## src/rtl/bcd_pkg.sv

```systemverilog
// Shared definitions for the BCD encode scheduler: controller states and
// BCD digit geometry.
package bcd_pkg;

  localparam int DIGIT_W = 4;

  typedef enum logic [1:0] {
    IDLE = 2'd0,
    ENC  = 2'd1,
    ACK  = 2'd2
  } state_e;

endpackage : bcd_pkg

```

## src/rtl/bcd_encoder.sv

```systemverilog
// Combinational 4-bit binary to two-digit BCD encoder, Y = {tens, ones}.
module bcd_encoder
  import bcd_pkg::*;
(
  input  logic [DIGIT_W-1:0]   Q,
  output logic [2*DIGIT_W-1:0] Y
);

  // Values 10..15 carry one ten; the ones digit is the remainder.
  always_comb begin
    Y = '0;
    if (Q > 4'd9) begin
      Y = {4'd1, Q - 4'd10};
    end else begin
      Y = {4'd0, Q};
    end
  end

endmodule : bcd_encoder

```

## src/rtl/bcd_rr_arbiter.sv

```systemverilog
// Combinational round-robin arbiter: first set request searching upward from
// ptr_i with wrap-around, returned as one-hot grant and binary index.
module bcd_rr_arbiter #(
  parameter int NUM_REQ = 4,
  parameter int ID_W    = $clog2(NUM_REQ)
) (
  input  logic [NUM_REQ-1:0] req_i,
  input  logic [ID_W-1:0]    ptr_i,
  output logic [NUM_REQ-1:0] grant_o,
  output logic [ID_W-1:0]    idx_o
);

  // Walk the requesters in priority order starting at the pointer.
  always_comb begin
    logic found;
    int   cand;
    grant_o = '0;
    idx_o   = '0;
    found   = 1'b0;
    cand    = 0;
    for (int off = 0; off < NUM_REQ; off++) begin
      cand = int'(ptr_i) + off;
      if (cand >= NUM_REQ) begin
        cand = cand - NUM_REQ;
      end else begin
        cand = cand;
      end
      if (!found && req_i[cand]) begin
        found         = 1'b1;
        grant_o[cand] = 1'b1;
        idx_o         = ID_W'(cand);
      end else begin
        found = found;
      end
    end
  end

endmodule : bcd_rr_arbiter

```

## src/rtl/bcd_encode_scheduler.sv

```systemverilog
// Round-robin scheduler sharing one bcd_encoder among NUM_REQ requesters via
// a four-phase req/ack handshake; all outputs are registered.
module bcd_encode_scheduler
  import bcd_pkg::*;
#(
  parameter int NUM_REQ = 4,
  parameter int ID_W    = $clog2(NUM_REQ)
) (
  input  logic                   clk,
  input  logic                   rst_n,
  input  logic [NUM_REQ-1:0]     req,
  input  logic [4*NUM_REQ-1:0]   req_data,
  output logic [NUM_REQ-1:0]     ack,
  output logic [2*DIGIT_W-1:0]   result,
  output logic [ID_W-1:0]        result_id,
  output logic                   busy
);

  state_e                 state_q, state_d;
  logic [ID_W-1:0]        rr_ptr_q, rr_ptr_d;
  logic [ID_W-1:0]        id_q, id_d;
  logic [DIGIT_W-1:0]     operand_q, operand_d;
  logic [2*DIGIT_W-1:0]   result_q, result_d;
  logic [NUM_REQ-1:0]     ack_q, ack_d;
  logic                   busy_q, busy_d;

  logic [NUM_REQ-1:0]     arb_grant;
  logic [ID_W-1:0]        arb_idx;
  logic [2*DIGIT_W-1:0]   enc_y;

  bcd_rr_arbiter #(
    .NUM_REQ (NUM_REQ),
    .ID_W    (ID_W)
  ) u_arb (
    .req_i   (req),
    .ptr_i   (rr_ptr_q),
    .grant_o (arb_grant),
    .idx_o   (arb_idx)
  );

  bcd_encoder u_enc (
    .Q (operand_q),
    .Y (enc_y)
  );

  // Controller next-state: grant in IDLE, encode for one cycle, then hold
  // the acknowledge until the winner drops its request.
  always_comb begin
    state_d   = state_q;
    rr_ptr_d  = rr_ptr_q;
    id_d      = id_q;
    operand_d = operand_q;
    result_d  = result_q;
    ack_d     = ack_q;
    busy_d    = busy_q;
    case (state_q)
      IDLE: begin
        if (|arb_grant) begin
          state_d   = ENC;
          id_d      = arb_idx;
          operand_d = req_data[4*int'(arb_idx) +: DIGIT_W];
          busy_d    = 1'b1;
        end else begin
          state_d = IDLE;
          busy_d  = 1'b0;
        end
      end
      ENC: begin
        state_d      = ACK;
        result_d     = enc_y;
        ack_d        = '0;
        ack_d[id_q]  = 1'b1;
        busy_d       = 1'b1;
      end
      ACK: begin
        if (!req[id_q]) begin
          state_d  = IDLE;
          ack_d    = '0;
          busy_d   = 1'b0;
          rr_ptr_d = (id_q == ID_W'(NUM_REQ - 1)) ? '0 : id_q + ID_W'(1);
        end else begin
          state_d = ACK;
        end
      end
      default: begin
        state_d = IDLE;
        ack_d   = '0;
        busy_d  = 1'b0;
      end
    endcase
  end

  // State and output registers; reset aborts any transaction in flight.
  always_ff @(posedge clk or negedge rst_n) begin
    if (!rst_n) begin
      state_q   <= IDLE;
      rr_ptr_q  <= '0;
      id_q      <= '0;
      operand_q <= '0;
      result_q  <= 8'h00;
      ack_q     <= '0;
      busy_q    <= 1'b0;
    end else begin
      state_q   <= state_d;
      rr_ptr_q  <= rr_ptr_d;
      id_q      <= id_d;
      operand_q <= operand_d;
      result_q  <= result_d;
      ack_q     <= ack_d;
      busy_q    <= busy_d;
    end
  end

  assign ack       = ack_q;
  assign result    = result_q;
  assign result_id = id_q;
  assign busy      = busy_q;

endmodule : bcd_encode_scheduler

```

## config.mk

```make
export PLATFORM = sky130hd
export DESIGN_NAME = bcd_encode_scheduler
export DESIGN_NICKNAME = d
export VERILOG_FILES = /design/src/rtl/bcd_pkg.sv /design/src/rtl/bcd_encoder.sv /design/src/rtl/bcd_rr_arbiter.sv /design/src/rtl/bcd_encode_scheduler.sv
export SDC_FILE = /design/constraint.sdc
export NUM_CORES = 1
export LEC_CHECK = 0
export ABC_CLOCK_PERIOD_IN_PS = 2200
export BUFFER_PORTS_ARGS = -buffer_cell sky130_fd_sc_hd__buf_2
export CAP_MARGIN = 20
export CORE_MARGIN = 2
export CORE_UTILIZATION = 45
export DETAILED_ROUTE_END_ITERATION = 6
export HOLD_SLACK_MARGIN = 0.08
export PLACE_DENSITY = 0.72
export SLEW_MARGIN = 20
export SYNTH_ARGS = -nofsm -noshare
export SYNTH_HDL_FRONTEND = slang
export SYNTH_SLANG_ARGS = --single-unit
```

## constraint.sdc

```tcl
create_clock -name clk -period 2.2 [get_ports clk]
set_input_delay 0.44 -clock clk [delete_from_list [all_inputs] [get_ports clk]]
set_output_delay 0.44 -clock clk [all_outputs]
set_load 0.005 [all_outputs]
```

Word-level counts from Yosys, hierarchy flattened
Index checks and enable logic that the tools add are counted.

Logic and storage cells: 106. Register bits after elaboration: 23.

Shifts and indexed selects: 1. Bitwise gates (word level): 5. Reduce and logical (&&, ||, !) cells: 16. Multiplexer cells: 49. Add/subtract/negate cells: 9. Equality and inequality tests: 4. Magnitude comparators: 15.

Operators with widths (count): $ge 32x1->1 const B (4); $lt 32x4->1 const B (4); $mux 32 (4); $ge 32x4->1 const B (3); $sub 32x4->32 const B (3); $mux 1 (20); $mux 4 (5); $shiftx 16x5->4 (1); $mux 2 (6); $or 4x4->4 (3); $pmux 4 s3 (1); $bmux 1 s2 (5); $demux 1 s2 (5); $logic_and 1x1->1 (8); $add 2x2->3 const B (2); $pmux 2 s3 (1); $reduce_and 2->1 (3); $mux 5 (1); $eq 2x2->1 const B (2); $gt 4x4->1 const B (1); $reduce_or 4->1 (1); $sub 2x3->4 const B (1); $sub 4x4->4 const B (1); $add 2x1->3 const B (1); other kinds (10) (13).

Longest topological paths before layout
Depth in word-level cells: 18. Depth in mapped cells: 11.

Hierarchy
A second synthesis with hierarchy kept.

Cells, all modules: 146. Area total of the unflattened synthesis: 1737.9 µm².

Modules (own cells, without submodules): bcd_encode_scheduler (sequential area each 575.6 µm², cells an instance 82, instances 1, area each 1187.4 µm²); bcd_rr_arbiter (sequential area each 0.0 µm², cells an instance 49, instances 1, area each 456.7 µm²); bcd_encoder (sequential area each 0.0 µm², cells an instance 15, instances 1, area each 93.8 µm²).

Least setup slack after synthesis
No wires, ideal clock.

Kind: reg2reg. Start point: register rr_ptr_q[0]. End point: register operand_q[1]. Setup time: 0.145 ns. Stages on the path, launching flop included: 11. Slack: -0.280 ns. Arrival time: 2.336 ns. Path through: dfrtp_1 buf_6 inv_1 ha_1 mux4_2 nor2b_2 nor2_1 buf_2 and3_1 o311ai_1 o221ai_1.

Word-level cells in the longest chain between the ends: 17.

Ends and longest elaborated chain: start: declaration (RTL line bcd_encode_scheduler.sv:20) `logic [ID_W-1:0] rr_ptr_q, rr_ptr_d;`; start signal: assignment (RTL line bcd_encode_scheduler.sv:105) `rr_ptr_q <= rr_ptr_d;`; parallel branches: the longest is 17 deep, another holds $sub 32x4->32; end signal: assignment (RTL line bcd_encode_scheduler.sv:107) `operand_q <= operand_d;`; end: declaration (RTL line bcd_encode_scheduler.sv:22) `logic [DIGIT_W-1:0] operand_q, operand_d;`.

Several ways; the timed one is not identified. The select of a mux whose other input is x is not followed. A chain may end at the register's enable or synchronous reset.

Final worst setup path
Start point: register rr_ptr_q[0]. End point: register operand_q[3].

Same word-level chain as after synthesis.

==> results.tsv <==
stage	metric	value	unit
yosys	Yosys cell types	40	
outcome	status	complete, but fails checks	
route	DR vias	1452	
yosys	syn avg cell area	9.12	µm²
job	MaxCap Viol Count	0	
worst_setup_path	critical path type	reg -> reg	
floorplan	Die Footprint	3800	µm²
power	Pwr per Cell Area	1660	nW/µm²
clocking	CTS Buf Count	3	
grt	gr ovfl total	0	
worst_setup_path	CP max FO	5	
yosys	Main synth FF type	dfrtp_1	
grt	initial antenna violation count	0	
sta	final setup skew	0.00587	ns
route	drt drc	0	
yosys	Synth top cells by count	nand2_1, dfrtp_1, ha_1	
floorplan	Starting Density	0.482	
floorplan	Die X	61.7	µm
finish	antenna cells	0	
outcome	violated checks	negative setup slack	
worst_setup_path	CP Launch Type	register	
yosys	Post-synth EDFFs	0	
clocking	clk buf depth	2	
worst_setup_path	Worst path slowest cell	mux4_2	
clocking	CTS sink count	20	
clocking	CTS tree	done	
grt	first-pass GRT wire length	6.67	mm
worst_setup_path	critical path, cell by cell	buf_6 -> mux4_2 -> buf_6 -> o41a_1 -> o2bb2ai_2 -> nand2b_4 -> buf_6 -> a211o_1 -> o211ai_1	
floorplan	die height	61.7	µm
yosys	top-count cell post-synth	nand2_1	
sta	# setup viols final	6	
route	drt wl/cell	15.3	µm
finish	Multi-input gate area	1030	µm²
finish	NumNets Final	262	
floorplan	Placeable Area	3100	µm²
place	Final Wtd Congestion	0.875	
yosys	Synth Warn #	0	
place	post-DP HPWL	2.94	mm
yosys	Post-synth ARST share	1.00	
route	final wirelength	4.12	mm
worst_setup_path	Worst EP arrival	2.48	ns
floorplan	row count	20	
sta	endpoints failing hold	0	
grt	GRT Util Overall	0.236	
power	peak supply drop	0.000817	V
route	via density per instance	5.38	
sta	Final Cycle Share	1.05	
sta	Final Worst Setup Slack	-0.0995	ns
floorplan	IO Pins	37	
sta	max-slew violations	0	
route	Routed Antenna Nets	0	
finish	layout cells sized above 1	0.412	
worst_setup_path	critical path's most frequent cell	buf_6	
finish	# fillers	258	
yosys	leading area contributor after synthesis	dfrtp_1	
finish	FF/Latch Area	502	µm²
yosys	Post-Syn Instances	164	
yosys	Syn Std Cell Area	1500	µm²
finish	Area growth syn-to-layout	41.6	%
yosys	post-synthesis sequential area ratio	0.334	
sta	fin crit period	2.30	ns
yosys	Synth top area share	0.334	
clocking	H-tree Lvls	1	
clocking	clock slew seen by the registers of the worst setup and hold paths	0.13	ns
sta	RSZ-0062 raised after global routing	yes	
worst_setup_path	CP required	2.38	ns
place	DP Worst Slack	-0.194	ns
worst_setup_path	Crit. End Element	register	
hold_path	Hold Path Class	in -> reg	
route	drt pass-1 iters	4	
clocking	Root Driver	clkbuf_4	
finish	Design Area, Final	2120	µm²
grt	number of global-route vias before repair	1466	
clocking	Worst-Skew Late Latency	0.31	ns
worst_setup_path	CP max stage delay	0.60	ns
place	DP Area	1870	µm²
route	Starting DRT DRC Count	38	
power	Static Leak	1.04	nW
grt	largest net degree at the start of global routing	21	
place	IO Port Bufs	33	
yosys	top post-synthesis cells by area	dfrtp_1, ha_1, mux4_2	
sta	Setup TNS Final	-0.391	ns
sta	FMAX	0.435	GHz
yosys	#FFs+latches synth	20	
[cells by family after synthesis]
family / share of synthesized area
multiplexers: 0.118
flip-flops: 0.334
other: 0.00251
AND/OR/NAND/NOR: 0.167
buffers and inverters: 0.0619
AO/OA/AOI/OAI: 0.207
adder cells (fa/ha/maj): 0.109
[layout make-up]
cell class | count | area share
tap | 44 | 0.0260
multi-input combinational | 127 | 0.486
timing repair buffer | 65 | 0.205
inverter | 10 | 0.0207
clock buffer | 3 | 0.0106
clock inverter | 1 | 0.0142
sequential | 20 | 0.237
[layout by cell type, fill, tap and decap left out, types with 2 or more instances in the layout]
| master | instances |
|---|---|
| nor2_1 | 10 |
| nor2b_1 | 3 |
| o21ai_1 | 2 |
| nand2_1 | 26 |
| a22o_1 | 4 |
| nand2b_4 | 2 |
| inv_1 | 8 |
| o21ai_0 | 9 |
| and3_1 | 3 |
| nand3_1 | 2 |
| a211o_1 | 2 |
| clkbuf_4 | 3 |
| o211ai_1 | 2 |
| ha_1 | 12 |
| buf_4 | 22 |
| mux4_2 | 5 |
| buf_6 | 8 |
| a21oi_1 | 5 |
| dfrtp_1 | 19 |
| conb_1 | 3 |
| nor3_1 | 4 |
| a31oi_1 | 4 |
| mux2i_1 | 4 |
| buf_2 | 34 |
| a21o_1 | 3 |
[metrics by stage]
step / hold slack, ns / std cells / util / power [mW]
floorplan: 0.144 / 166 / - / 1.95
global placement: 0.400 / 257 / 0.604 / 2.55
detailed placement: 0.414 / 257 / 0.604 / 2.66
CTS: 0.453 / 268 / 0.667 / 3.34
global route: 0.473 / 270 / 0.683 / 3.78
finish: 0.451 / 270 / 0.683 / 3.53
[worst paths after layout]
check / from / end / slack, ns / depth (start not counted)
worst max-delay path: rr_ptr_q[0]$_DFFE_PN0P_ / operand_q[3]$_DFFE_PN0P_ / -0.1 / 9
worst min register to register: result[1]$_DFFE_PN0P_ / result[1]$_DFFE_PN0P_ / 0.47 / 2
worst min-delay path: req_data[4] / operand_q[0]$_DFFE_PN0P_ / 0.45 / 3
min in group asynchronous: rst_n / ack[3]$_DFFE_PN0P_ / 0.59 / 2
worst max register to register: rr_ptr_q[0]$_DFFE_PN0P_ / operand_q[3]$_DFFE_PN0P_ / -0.1 / 9
max in group asynchronous: rst_n / rr_ptr_q[0]$_DFFE_PN0P_ / 1.28 / 2
[layer usage]
layer,GRT usage,up-vias,share of wire
met2,0.442,46,0.50
met1,0.279,688,0.44
met3,0.0210,6,0.036
li1,-,712,-
met4,0.0790,0,0.017
met5,0,-,0
[critical path: cells and delay by family (launching register included)]
family / cells / cell delay (ns)
flip-flops: 1 / 0.44
multiplexers: 1 / 0.60
buffers and inverters: 3 / 0.41
AND/OR/NAND/NOR: 1 / 0.19
AO/OA/AOI/OAI: 4 / 0.53
[where the power goes]
group          switching, mW  total [mW]  leakage [nW]  internal, mW
registers              0.150       0.691         0.253         0.541
logic                   1.24        2.53         0.754          1.29
clock network          0.124       0.308        0.0279         0.184
total                   1.51        3.53          1.04          2.02
[sequential cells by signal (all words and copies together) (netlist names)]
signal and count:
result_id 2, rr_ptr_q 2, ack 4, state_q 2, result 5, busy 1, operand_q 4
[what timing repair did]
item,in CTS,in global routing
hold endpoints to repair,20,0
cloned,1,0
setup endpoints to repair,7,7
gates resized for setup,16,10
setup buffers,5,2
hold buffers,1,0
pin swaps,13,5
Note: power is estimated with default switching activity, not from simulation.
